$ cat src/rtl/seq_divider.sv
// Restoring shift-subtract divider, one quotient bit per clock with a start/busy/done handshake.
// Define SEQ_DIVIDER_SIGNED_EN to honour signed_op; otherwise every divide is unsigned.
module seq_divider #(
  parameter int WIDTH = 32
) (
  input  logic             clk,
  input  logic             reset,
  input  logic             start,
  input  logic [WIDTH-1:0] dividend,
  input  logic [WIDTH-1:0] divisor,
  input  logic             signed_op,
  output logic             busy,
  output logic             done,
  output logic [WIDTH-1:0] quotient,
  output logic [WIDTH-1:0] remainder,
  output logic             div_by_zero
);

  localparam int CW = $clog2(WIDTH);

  localparam logic [1:0] S_IDLE = 2'd0;
  localparam logic [1:0] S_RUN  = 2'd1;
  localparam logic [1:0] S_ZERO = 2'd2;
  localparam logic [1:0] S_DONE = 2'd3;

  logic [1:0]       state_q, state_d;
  logic [CW-1:0]    cnt_q, cnt_d;
  logic [WIDTH-1:0] work_q, work_d;
  logic [WIDTH-1:0] rem_q, rem_d;
  logic [WIDTH-1:0] dvsr_q, dvsr_d;
  logic             negQ_q, negQ_d;
  logic             negR_q, negR_d;
  logic [WIDTH-1:0] quot_q, quot_d;
  logic [WIDTH-1:0] remOut_q, remOut_d;
  logic             dbz_q, dbz_d;
  logic             done_q, done_d;

  logic [WIDTH:0]   partial;
  logic [WIDTH:0]   trial;
  logic [WIDTH-1:0] remNext, workNext;
  logic [WIDTH-1:0] qFix, rFix;
  logic [WIDTH-1:0] absA, absB;
  logic             negQIn, negRIn;

  // The partial remainder keeps the full remainder MSB so divisors above 2^(WIDTH-1) work.
  assign partial  = {rem_q, work_q[WIDTH-1]};
  assign trial    = partial - {1'b0, dvsr_q};
  assign remNext  = trial[WIDTH] ? partial[WIDTH-1:0] : trial[WIDTH-1:0];
  assign workNext = {work_q[WIDTH-2:0], ~trial[WIDTH]};

`ifdef SEQ_DIVIDER_SIGNED_EN
  assign absA   = (signed_op && dividend[WIDTH-1]) ? -dividend : dividend;
  assign absB   = (signed_op && divisor[WIDTH-1]) ? -divisor : divisor;
  assign negQIn = signed_op && (dividend[WIDTH-1] ^ divisor[WIDTH-1]);
  assign negRIn = signed_op && dividend[WIDTH-1];
  assign qFix   = negQ_q ? -workNext : workNext;
  assign rFix   = negR_q ? -remNext : remNext;
`else
  logic unused_signed;
  assign unused_signed = signed_op;
  assign absA   = dividend;
  assign absB   = divisor;
  assign negQIn = 1'b0;
  assign negRIn = 1'b0;
  assign qFix   = workNext;
  assign rFix   = remNext;
`endif

  always_comb begin
    state_d  = state_q;
    cnt_d    = cnt_q;
    work_d   = work_q;
    rem_d    = rem_q;
    dvsr_d   = dvsr_q;
    negQ_d   = negQ_q;
    negR_d   = negR_q;
    quot_d   = quot_q;
    remOut_d = remOut_q;
    dbz_d    = dbz_q;
    done_d   = (state_q == S_DONE);
    case (state_q)
      S_IDLE, S_DONE: begin
        if (start) begin
          dbz_d  = 1'b0;
          rem_d  = '0;
          negQ_d = negQIn;
          negR_d = negRIn;
          dvsr_d = absB;
          if (divisor == '0) begin
            work_d  = dividend;
            state_d = S_ZERO;
          end else begin
            work_d  = absA;
            cnt_d   = CW'(WIDTH - 1);
            state_d = S_RUN;
          end
        end else begin
          state_d = S_IDLE;
        end
      end
      S_RUN: begin
        rem_d  = remNext;
        work_d = workNext;
        cnt_d  = cnt_q - CW'(1);
        if (cnt_q == '0) begin
          quot_d   = qFix;
          remOut_d = rFix;
          state_d  = S_DONE;
        end
      end
      S_ZERO: begin
        quot_d   = '1;
        remOut_d = work_q;
        dbz_d    = 1'b1;
        state_d  = S_DONE;
      end
      default: state_d = S_IDLE;
    endcase
  end

  always_ff @(posedge clk) begin
    if (reset) begin
      state_q  <= S_IDLE;
      cnt_q    <= '0;
      work_q   <= '0;
      rem_q    <= '0;
      dvsr_q   <= '0;
      negQ_q   <= 1'b0;
      negR_q   <= 1'b0;
      quot_q   <= '0;
      remOut_q <= '0;
      dbz_q    <= 1'b0;
      done_q   <= 1'b0;
    end else begin
      state_q  <= state_d;
      cnt_q    <= cnt_d;
      work_q   <= work_d;
      rem_q    <= rem_d;
      dvsr_q   <= dvsr_d;
      negQ_q   <= negQ_d;
      negR_q   <= negR_d;
      quot_q   <= quot_d;
      remOut_q <= remOut_d;
      dbz_q    <= dbz_d;
      done_q   <= done_d;
    end
  end

  assign busy        = (state_q == S_RUN);
  assign done        = done_q;
  assign quotient    = quot_q;
  assign remainder   = remOut_q;
  assign div_by_zero = dbz_q;

endmodule
$ cat config.mk
export PLATFORM = sky130hd
export DESIGN_NAME = seq_divider
export DESIGN_NICKNAME = d
export VERILOG_FILES = /design/src/rtl/seq_divider.sv
export SDC_FILE = /design/constraint.sdc
export NUM_CORES = 1
export LEC_CHECK = 0
export BUFFER_PORTS_ARGS = -buffer_cell sky130_fd_sc_hd__buf_4
export CORE_UTILIZATION = 52
export DETAILED_ROUTE_END_ITERATION = 10
export PLACE_DENSITY_LB_ADDON = 0.2
export SYNTH_ARGS = -nofsm -noshare
export SYNTH_HDL_FRONTEND = slang
export SYNTH_SLANG_ARGS = --single-unit
$ cat constraint.sdc
create_clock -name clk -period 3.12 [get_ports clk]
set_clock_uncertainty 0.05 [all_clocks]
set_input_delay 0.156 -clock clk [delete_from_list [all_inputs] [get_ports clk]]
set_output_delay 0.156 -clock clk [all_outputs]
set_load 0.005 [all_outputs]
==> impl_summary.log <==
INFO  metric synth_fp_nets = 1188
INFO  metric dpl_worst_slack = roughly 7.4 ps
INFO  metric syn2layout_area_growth = 28.10%
INFO  metric route.vias.total = 8582
INFO  metric sequentialPowerShare = 27.1%
INFO  metric drt-pass1-iter-count = 5
INFO  metric crit_slowest_cell = sky130_fd_sc_hd__fa_2
INFO  metric timing.critical_path.required = 3390 ps
INFO  metric drc_violation_count_after_routing = 0
INFO  metric library_cells_used_by_synthesis = 60
INFO  metric critPathLaunchType = register
INFO  metric ys_top_cells_by_count = sky130_fd_sc_hd__dfxtp_1, sky130_fd_sc_hd__nand2_1, sky130_fd_sc_hd__a21oi_1
INFO  metric run_status = finished clean
INFO  metric final_nets = 1344
INFO  metric worstPathArrival = 3380 ps
INFO  metric pwr_density_cell = 1149 nW/µm²
INFO  metric floorplan.rows = 47
INFO  metric drv_cap = 0
INFO  metric grt_setup_unrepaired = true
INFO  metric cts_buffers = 17
INFO  metric power.leakage = 4.828 nW
INFO  metric clk-insertion-delay-late = approximately 430 ps
INFO  metric initial_utilization = 53.30%
INFO  metric die_h = 132.6 µm
INFO  metric grt_use_total = 28.11%
INFO  metric io_buffer_count = 133
INFO  metric register_bit_total_from_synthesis = 169
INFO  metric cts.path.max_buffers = 2
INFO  metric synthDominantCellAreaShare = 38.14%
INFO  metric critPathMaxStageDelay = 390 ps
INFO  metric cp_cell_sequence = inv_2 > ha_4 > fa_2 > nand2b_4 > a21o_1 > a21oi_2 > o21ba_4 > o21ai_4 > xnor2_4 > buf_12 > buf_16 > mux2i_2 > nand2_1 > a32o_1
INFO  metric final.setup.worst_slack = 9.304 ps
INFO  metric die-width = 132.6 µm
INFO  metric tritoncts_clock_tree = done
INFO  metric postLayoutCoreUtil = 68.27%
INFO  metric synth_ff_type = sky130_fd_sc_hd__dfxtp_1
INFO  metric switching_share = 42.58%
INFO  metric cts_max_level = 4
INFO  metric total_of_endpoints_with_negative_setup_slack_in_the_final_report = 0
INFO  metric worst_path_clk_slew = about 70 ps
INFO  metric stdcell_area = roughly 11000 µm²
INFO  metric vias_in_the_first_global_route = 7658
INFO  metric numClockSinks = 169
INFO  metric dp_hpwl = 17470 µm
INFO  metric clockRootBuffer = sky130_fd_sc_hd__clkbuf_16
INFO  metric avgRoutedWirePerCell = 17.10 µm
INFO  metric post_route_cells_drive_above_1_share = 20.00%
INFO  metric internal_power = 0.007499 W
INFO  metric io-pin-count = about 140
INFO  metric globalRoute.totalOverflow = 0
INFO  metric vias_per_cell = 5.838
INFO  metric antenna-diode-count = 0
INFO  metric type_of_destination_of_the_critical_path = register
INFO  metric finalHoldViolCount = 0
INFO  metric drt-total-wl = about 25000 µm
INFO  metric finalCritPeriodShare = approximately 100%
INFO  metric ant_nets = 0
INFO  metric tightest_slew = approximately 1000 ps
INFO  metric pwr-share-comb = 56.5%
INFO  metric maximum_number_of_pins_on_one_net_before_global_route_repair = 53
INFO  metric power.ir.vdd_worst = 564.1 µV
INFO  metric tns = 0 ps
INFO  metric timing.hold.ws = 29.90 ps
INFO  metric mappedNetlistArea = between 8000 and 9000 µm²
INFO  metric first_pass_grt_wire_length = ~40000 µm
INFO  metric dr.first_iter.drc_count = about 700
INFO  metric syn_area_per_cell = approximately 8.2 µm²
INFO  metric timing.final.max_slew_violations = 0
INFO  metric coreArea = 16640 µm²
INFO  metric antenna_violations_before_repair = 0
INFO  metric async_flop_share = 0%
INFO  metric yosys-top-cells-area = sky130_fd_sc_hd__dfxtp_1, sky130_fd_sc_hd__mux2i_1, sky130_fd_sc_hd__nand2_1
INFO  metric synth.most_common_cell = sky130_fd_sc_hd__dfxtp_1
INFO  metric synth_cells = 1082
INFO  metric max_freq = 321.5 MHz
INFO  metric cell_area_after_placement = 10200 µm²
INFO  metric crit_type = register to register
INFO  metric place_congestion = 0.9003
INFO  metric yosysWarningCount = 0
INFO  metric min_path_type = primary input to register
INFO  metric worst_slew_margin_rel = 30.23%
INFO  metric total_switching_power = 0.005562 W
INFO  metric crit_path_max_fanout = 6
INFO  metric synth_top_cell_by_area = sky130_fd_sc_hd__dfxtp_1
INFO  metric synth.yosys.seq_area_share = 38.14%
INFO  metric synth_enable_flop_cells = 0
INFO  metric pwr-share-clk = 16.3%
INFO  metric period_needed = 3111 ps
INFO  metric die_area = 17580 µm²
cells by family (layout without fill, tap and decap cells):
family / after synthesis / count (layout) / share of synthesized area, %
AO/OA/AOI/OAI: 342 / 342 / 24.98
XOR/XNOR: 33 / 33 / 3.343
adder cells (fa/ha/maj): 38 / 38 / 5.445
buffers and inverters: 124 / 292 / 5.600
flip-flops: 169 / 169 / 38.14
multiplexers: 64 / 64 / 7.265
AND/OR/NAND/NOR: 312 / 312 / 15.22
path summary, 6_finish.rpt:
kind | from | to | slack, ps | depth (start not counted)
hold / removal | dividend[9] | work_q[9]$_SDFFE_PP0P_ | 30 | 3
hold reg to reg | dvsr_q[6]$_SDFFE_PP0P_ | dvsr_q[6]$_SDFFE_PP0P_ | 400 | 2
setup reg to reg | work_q[31]$_SDFFE_PP0P_ | remainder[16]$_SDFFE_PP0P_ | 9 | 14
setup / recovery | work_q[31]$_SDFFE_PP0P_ | remainder[16]$_SDFFE_PP0P_ | 9 | 14
critical path, delay by kind of cell (launching register included):
| kind | cells | cell delay [ps] |
|---|---|---|
| and+or+nand+nor | 2 | 230 |
| adders and majority gates | 2 | 550 |
| buffers and inverters | 3 | 350 |
| muxes | 1 | 270 |
| DFF | 1 | 330 |
| xor gates and xnor gates | 1 | 330 |
| AOI/OAI and AO/OA | 5 | 870 |
power groups by stage:
stage          clock, W  combinational, W  sequential [W]
2_1_floorplan         0           0.00464         0.00339
3_3_place_gp          0           0.00659         0.00354
3_5_place_dp          0           0.00666         0.00357
4_1_cts         0.00215           0.00688         0.00352
5_1_grt         0.00223           0.00805         0.00363
6_report        0.00213           0.00738         0.00355
cells in the final DEF, fill, tap and decap left out, drive strengths merged, types with 14 or more instances in the layout:
| cell type | instances |
|---|---|
| mux2i | 61 |
| inv | 51 |
| nand2 | 146 |
| nor2 | 77 |
| dfxtp | 169 |
| xnor2 | 19 |
| o22ai | 23 |
| o21ai | 76 |
| o211a | 18 |
| nor3 | 33 |
| a32o | 14 |
| dlygate4sd3 | 33 |
| a21oi | 99 |
| clkbuf | 19 |
| xor2 | 14 |
| a211oi | 39 |
| ha | 37 |
| buf | 180 |
| a21o | 16 |
registers in the layout, summed over array words and instances (netlist names):
signal       cells
work_q          32
cnt_q            5
dvsr_q          32
rem_q           32
quotient        32
remainder       32
done             1
div_by_zero      1
state_q          2
layout make-up:
| cell class | instances | area (µm²) |
|---|---|---|
| Tap cell | 220 | 275.3 |
| Inverter | 46 | 172.7 |
| Multi-Input combinational cell | 789 | 5161 |
| Clock buffer | 17 | 425.4 |
| Clock inverter | 14 | 161.4 |
| Timing Repair Buffer | 215 | 1780 |
| Fill cell | 1314 | 5280 |
| Sequential cell | 169 | 3386 |
timing repair:
action | in CTS | in global routing
endpoints found under the hold margin | 33 | 0
buffers inserted | 0 | 3
pin swaps | 0 | 11
resized for setup | 6 | 27
endpoints found under the setup margin | 7 | 46
gates cloned | 1 | 2
hold buffers | 33 | 0
through the flow:
step	total power [W]	instances
6_report	0.01306	1470
5_1_grt	0.01392	1470
4_1_cts	0.01255	1465
3_5_place_dp	0.01022	1400
3_3_place_gp	0.01013	1400
2_1_floorplan	0.008025	1082
layer usage:
| layer | wire length (µm) | track usage (%) | vias up |
|---|---|---|---|
| met2 | 11030 | 42.34 | 309 |
| met1 | 12000 | 41.29 | 4046 |
| li1 | - | - | 4202 |
| met5 | 0 | 0 | - |
| met4 | 345 | 7.407 | 0 |
| met3 | 1759 | 4.751 | 25 |
Power figures use the tool's default switching activity.
